<file path="src/rtl/sun_score_ssd_driver.sv">
// Purpose: 16-bit count -> clamped BCD (double-dabble) -> multiplexed 4-digit SSD; LEADING_ZERO_BLANK_EN blanks leading zeros.
// Latency: 18-cycle conversion pass; digit regs update 17 cycles after the IDLE sample, pins one cycle later.
// Backpressure: none; free-running loop, input changes outside IDLE wait for the next pass.
module sun_score_ssd_driver #(
    parameter int          SCAN_DIV_BITS = 18,
    parameter logic [15:0] MAX_DISPLAY   = 16'd9999
) (
    input  logic        clk,
    input  logic        reset,
    input  logic [15:0] displayNumber,
    output logic [3:0]  anode,
    output logic [6:0]  ssdOut,
    output logic        digitsValid
);

    typedef enum logic [1:0] {IDLE, SHIFT, DONE} state_t;

    state_t                   state, stateNxt;
    logic [15:0]              shReg, shRegNxt;
    logic [15:0]              bcd, bcdNxt, bcdAdj;
    logic [3:0]               shiftCnt, shiftCntNxt;
    logic [15:0]              digits;
    logic                     loadDigits;
    logic [SCAN_DIV_BITS-1:0] scanCnt;
    logic [1:0]               sel;
    logic [3:0]               curDigit;
    logic [3:0]               anodeNxt;
    logic [6:0]               segNxt;

    function automatic logic [6:0] segEncode(input logic [3:0] n);
        case (n)
            4'd0:    segEncode = 7'b0000001;
            4'd1:    segEncode = 7'b1001111;
            4'd2:    segEncode = 7'b0010010;
            4'd3:    segEncode = 7'b0000110;
            4'd4:    segEncode = 7'b1001100;
            4'd5:    segEncode = 7'b0100100;
            4'd6:    segEncode = 7'b0100000;
            4'd7:    segEncode = 7'b0001111;
            4'd8:    segEncode = 7'b0000000;
            4'd9:    segEncode = 7'b0000100;
            default: segEncode = 7'b1111111;
        endcase
    endfunction

    always_comb begin
        stateNxt    = state;
        shRegNxt    = shReg;
        bcdNxt      = bcd;
        shiftCntNxt = shiftCnt;
        loadDigits  = 1'b0;
        bcdAdj      = bcd;
        for (int i = 0; i < 4; i++) begin
            if (bcd[4*i +: 4] >= 4'd5)
                bcdAdj[4*i +: 4] = bcd[4*i +: 4] + 4'd3;
        end
        case (state)
            IDLE: begin
                shRegNxt    = (displayNumber > MAX_DISPLAY) ? MAX_DISPLAY : displayNumber;
                bcdNxt      = 16'd0;
                shiftCntNxt = 4'd0;
                stateNxt    = SHIFT;
            end
            SHIFT: begin
                {bcdNxt, shRegNxt} = {bcdAdj, shReg} << 1;
                shiftCntNxt        = shiftCnt + 4'd1;
                if (shiftCnt == 4'd15)
                    stateNxt = DONE;
            end
            DONE: begin
                loadDigits = 1'b1;
                stateNxt   = IDLE;
            end
            default: stateNxt = IDLE;
        endcase
    end

    assign sel      = scanCnt[SCAN_DIV_BITS-1 -: 2];
    assign curDigit = digits[{sel, 2'b00} +: 4];

    always_comb begin
        anodeNxt = ~(4'b0001 << sel);
        segNxt   = segEncode(curDigit);
`ifdef LEADING_ZERO_BLANK_EN
        // d0 is never blanked so a zero count still shows one "0"
        if ((sel == 2'd3 && digits[15:12] == 4'd0) ||
            (sel == 2'd2 && digits[15:8]  == 8'd0) ||
            (sel == 2'd1 && digits[15:4]  == 12'd0)) begin
            anodeNxt = 4'b1111;
            segNxt   = 7'b1111111;
        end
`endif
    end

    always_ff @(posedge clk) begin
        if (reset) begin
            state       <= IDLE;
            shReg       <= 16'd0;
            bcd         <= 16'd0;
            shiftCnt    <= 4'd0;
            digits      <= 16'd0;
            digitsValid <= 1'b0;
            scanCnt     <= '0;
            anode       <= 4'b1111;
            ssdOut      <= 7'b1111111;
        end else begin
            state       <= stateNxt;
            shReg       <= shRegNxt;
            bcd         <= bcdNxt;
            shiftCnt    <= shiftCntNxt;
            if (loadDigits)
                digits <= bcd;
            digitsValid <= loadDigits;
            scanCnt     <= scanCnt + 1'b1;
            anode       <= anodeNxt;
            ssdOut      <= segNxt;
        end
    end

endmodule

</file>
<file path="config.mk">
export PLATFORM = sky130hd
export DESIGN_NAME = sun_score_ssd_driver
export DESIGN_NICKNAME = d
export VERILOG_FILES = /design/src/rtl/sun_score_ssd_driver.sv
export SDC_FILE = /design/constraint.sdc
export NUM_CORES = 1
export LEC_CHECK = 0
export ABC_AREA = 1
export CORE_MARGIN = 3
export CORE_UTILIZATION = 45
export DETAILED_ROUTE_END_ITERATION = 10
export GPL_ROUTABILITY_DRIVEN = 0
export PLACE_DENSITY = 0.71
export SKIP_LAST_GASP = 1
export SLEW_MARGIN = 5
export SYNTH_ARGS = -nofsm -noshare
export SYNTH_HDL_FRONTEND = slang
export SYNTH_SLANG_ARGS = --single-unit
</file>
<file path="constraint.sdc">
create_clock -name clk -period 1.85 [get_ports clk]
set_input_delay 0.37 -clock clk [delete_from_list [all_inputs] [get_ports clk]]
set_output_delay 0.37 -clock clk [all_outputs]
set_load 0.02 [all_outputs]
</file>
==> flow_summary_export.csv <==
group,metric,value,unit
setup_path,crit_required,2.09,ns
job,cap_violations,0,
cells_and_area,num-fill-cells,824,
timing,post-route-period-util,91.0,%
grt,antenna_found_initial,0,
clock_network,post_cts.repair.setup_buffers,0,
synthesis,synthCells,558,
floorplanning,placementRows,33,
floorplanning,die_height,100,um
power,power.density,738,nW/um2
clock_network,clk_pin_slew,0.08,ns
setup_path,startpoint_type,"flip-flop",
timing,fin_tns_setup,0,ns
grt,grt_pass1_wl,14100,um
timing,tightest_slew,0.341,ns
clock_network,cts_tree,"yes",
routing,drt_pass1_iterations,4,
synthesis,synth_area,4000,um2
clock_network,cts_hold_buf,0,
grt,grt_overflow_total,0,
outcome,outcome,"complete, no violations",
cells_and_area,final_cells,697,
floorplanning,core_area,8420,um2
clock_network,cts_buffer_depth,2,
setup_path,path_class,"flip-flop to flip-flop",
setup_path,critPathCaptureType,"flip-flop",
routing,antenna_left,0,
clock_network,clk_latency,0.35,ns
setup_path,arrival,1.92,ns
floorplanning,pin_count,30,
setup_path,slowest_delay,0.52,ns
synthesis,synth_nets,592,
placement,dp_hpwl,5520,um
synthesis,avgSynthCellArea,7.16,um2
floorplanning,die_width,100,um
routing,dr.first_iter.drc_count,125,
timing,rsz0062_at_grt,"no",
timing,finalSetupViolations,0,
cells_and_area,multiInputGateArea,1890,um2
synthesis,synth_cell_types,33,
setup_path,crit_chain,"nand2_2 > nor2_1 > a21oi_1 > nand2_1 > inv_1 > ha_1 > nand2_1 > nand3_1 > nand3_1",
floorplanning,die_area,10000,um2
synthesis,synth_warnings,0,
power,p_leak,1.83,nW
timing,min_period,1.68,ns
floorplanning,start_util,47.4,%
worst_hold_path,hold_class,"flip-flop to flip-flop",
cells_and_area,antennaDiodeCount,0,
timing,final_hold_viol_count,0,
cells_and_area,regArea,1680,um2
clock_network,root_buffer,"clkbuf_8",
synthesis,ys_ff_latch,84,
routing,wl_per_cell,11.3,um
grt,grt_max_degree,39,
cells_and_area,nNetsFinal,621,
synthesis,ys_seq_area_share,42.1,%
power,p_total,3.39,mW
placement,dp.cells,681,
timing,finalMaxSlewViolations,0,
timing,clock_skew,0.00565,ns
routing,via_count,3532,
setup_path,worstPathMaxFanout,9,
grt,track_usage,16.8,%
timing,slew_headroom,77.3,%
clock_network,htreeDepth,3,
clock_network,cts_sinks,84,
setup_path,cp_top_family,"simple AND/OR/NAND/NOR gates",
routing,drt_wl_total,7880,um
clock_network,post_cts_resize_count,0,
setup_path,crit_buf_inv,1,
setup_path,cp_slowest_cell,"dfxtp_1",
cells_and_area,drive_gt1_share,8.61,%
cells_and_area,syn2layout_area_growth,15.1,%
placement,port_buffers,29,
grt,grt_pass1_vias,3365,
placement,post_dp_cell_area,4400,um2
clock_network,numCtsBuffers,9,
timing,timing.fmax,0.594,GHz
power,irDropWorstVdd,0.321,mV
routing,drc,0,
cells_and_area,postLayoutCellArea,4600,um2
routing,viasPerCell,5.07,
metal layers:
metal / routed length [um] / track usage, % / vias up
li1: - / - / 1858
met1: 3740 / 20.7 / 1607
met2: 3690 / 29.1 / 52
met3: 271 / 2.43 / 15
met4: 181 / 7.25 / 0
met5: 0 / 0 / -
cell families after synthesis:
logic type / share of synthesized area (%)
AO/OA/AOI/OAI: 12.8
buffers and inverters: 10.6
flip-flops: 42.1
adder cells (fa/ha/maj): 5.01
XOR/XNOR: 1.75
AND/OR/NAND/NOR: 27.7
registers in the layout, summed over array words and instances (netlist names):
| name | count |
|---|---|
| scanCnt | 18 |
| ssdOut | 7 |
| shiftCnt | 4 |
| digitsValid | 1 |
| shReg | 16 |
| state | 2 |
| anode | 4 |
| digits | 16 |
| bcd | 16 |
area by class of cell:
type / count / share of cell area, %
multi-input combinational: 369 / 41.1
inverter: 85 / 6.94
tap: 105 / 2.86
clock buffer: 12 / 3.16
sequential: 84 / 36.6
clock inverter: 4 / 1.06
timing repair buffer: 38 / 8.33
report_power, final:
group	total, mW	internal (mW)	switching (mW)
combinational	0.234	0.102	0.131
sequential	1.86	1.84	0.0163
clock	1.30	0.660	0.638
total	3.39	2.61	0.786
cells in the final DEF, fill, tap and decap left out, drive strengths merged, types with 2 or more instances in the layout:
master and count:
clkinv 4, clkbuf 12, and2 3, dfxtp 84, nor2 45, nand2 125
clkdlybuf4s50 29, nand3 55, a21oi 44, ha 16, o22ai 11, nor3 6
nand4 12, and3 2, o21ai 38, xor2 8, inv 84, buf 9
synthesized netlist by cell type:
| library cell | number | area (um2) |
|---|---|---|
| buf_1 | 1 | 3.75 |
| and2_1 | 3 | 18.8 |
| inv_2 | 14 | 52.6 |
| and3_1 | 2 | 12.5 |
| clkinv_1 | 1 | 3.75 |
| o21ai_2 | 1 | 8.76 |
| o211a_1 | 1 | 10.0 |
| nand4_1 | 12 | 75.1 |
| xor2_1 | 8 | 70.1 |
| a31oi_1 | 1 | 6.26 |
| nand2_2 | 2 | 12.5 |
| nand3_1 | 53 | 265 |
| o211ai_1 | 1 | 7.51 |
| nor4_1 | 1 | 6.26 |
| nor2_2 | 4 | 25.0 |
| dfxtp_1 | 84 | 1680 |
| nor2_4 | 3 | 33.8 |
| o21ai_1 | 24 | 120 |
| nand3_2 | 2 | 20.0 |
| nand2_1 | 123 | 462 |
| o21ai_0 | 13 | 65.1 |
| inv_1 | 70 | 263 |
| nor2_1 | 38 | 143 |
| o22ai_1 | 11 | 68.8 |
| buf_6 | 2 | 22.5 |
| ha_1 | 16 | 200 |
| clkbuf_1 | 7 | 26.3 |
| a21oi_1 | 43 | 215 |
| nor3_2 | 1 | 10.0 |
| buf_2 | 9 | 45.0 |
| a21oi_2 | 1 | 8.76 |
| nor3_1 | 5 | 25.0 |
| buf_4 | 1 | 7.51 |
through the flow:
stage | setup slack, ns | hold slack, ns | utilization (%)
floorplan | 0.333 | 0.429 | -
CTS | 0.181 | 0.464 | 54.6
detailed placement | 0.163 | 0.453 | 52.3
finish | 0.167 | 0.464 | 54.6
global route | 0.00939 | 0.494 | 54.6
global placement | 0.255 | 0.441 | 52.3
worst register-to-register path: stages, from the launching register on:
cell and delay, ns:
dfxtp_1 0.52, nand2_2 0.10, nor2_1 0.10, a21oi_1 0.05, nand2_1 0.19, inv_1 0.11, ha_1 0.29, nand2_1 0.06
nand3_1 0.09, nand3_1 0.06
worst paths after layout:
kind                           from                endpoint  cells past startpoint  slack (ns)
min reg2reg  shReg[15]$_SDFFE_PP0P_  shReg[15]$_SDFFE_PP0P_                      2        0.46
max reg2reg  scanCnt[16]$_SDFF_PP0_    ssdOut[3]$_SDFF_PP1_                      9        0.17
max          scanCnt[16]$_SDFF_PP0_    ssdOut[3]$_SDFF_PP1_                      9        0.17
min          shReg[15]$_SDFFE_PP0P_  shReg[15]$_SDFFE_PP0P_                      2        0.46
Note: power is estimated with default switching activity, not from simulation.
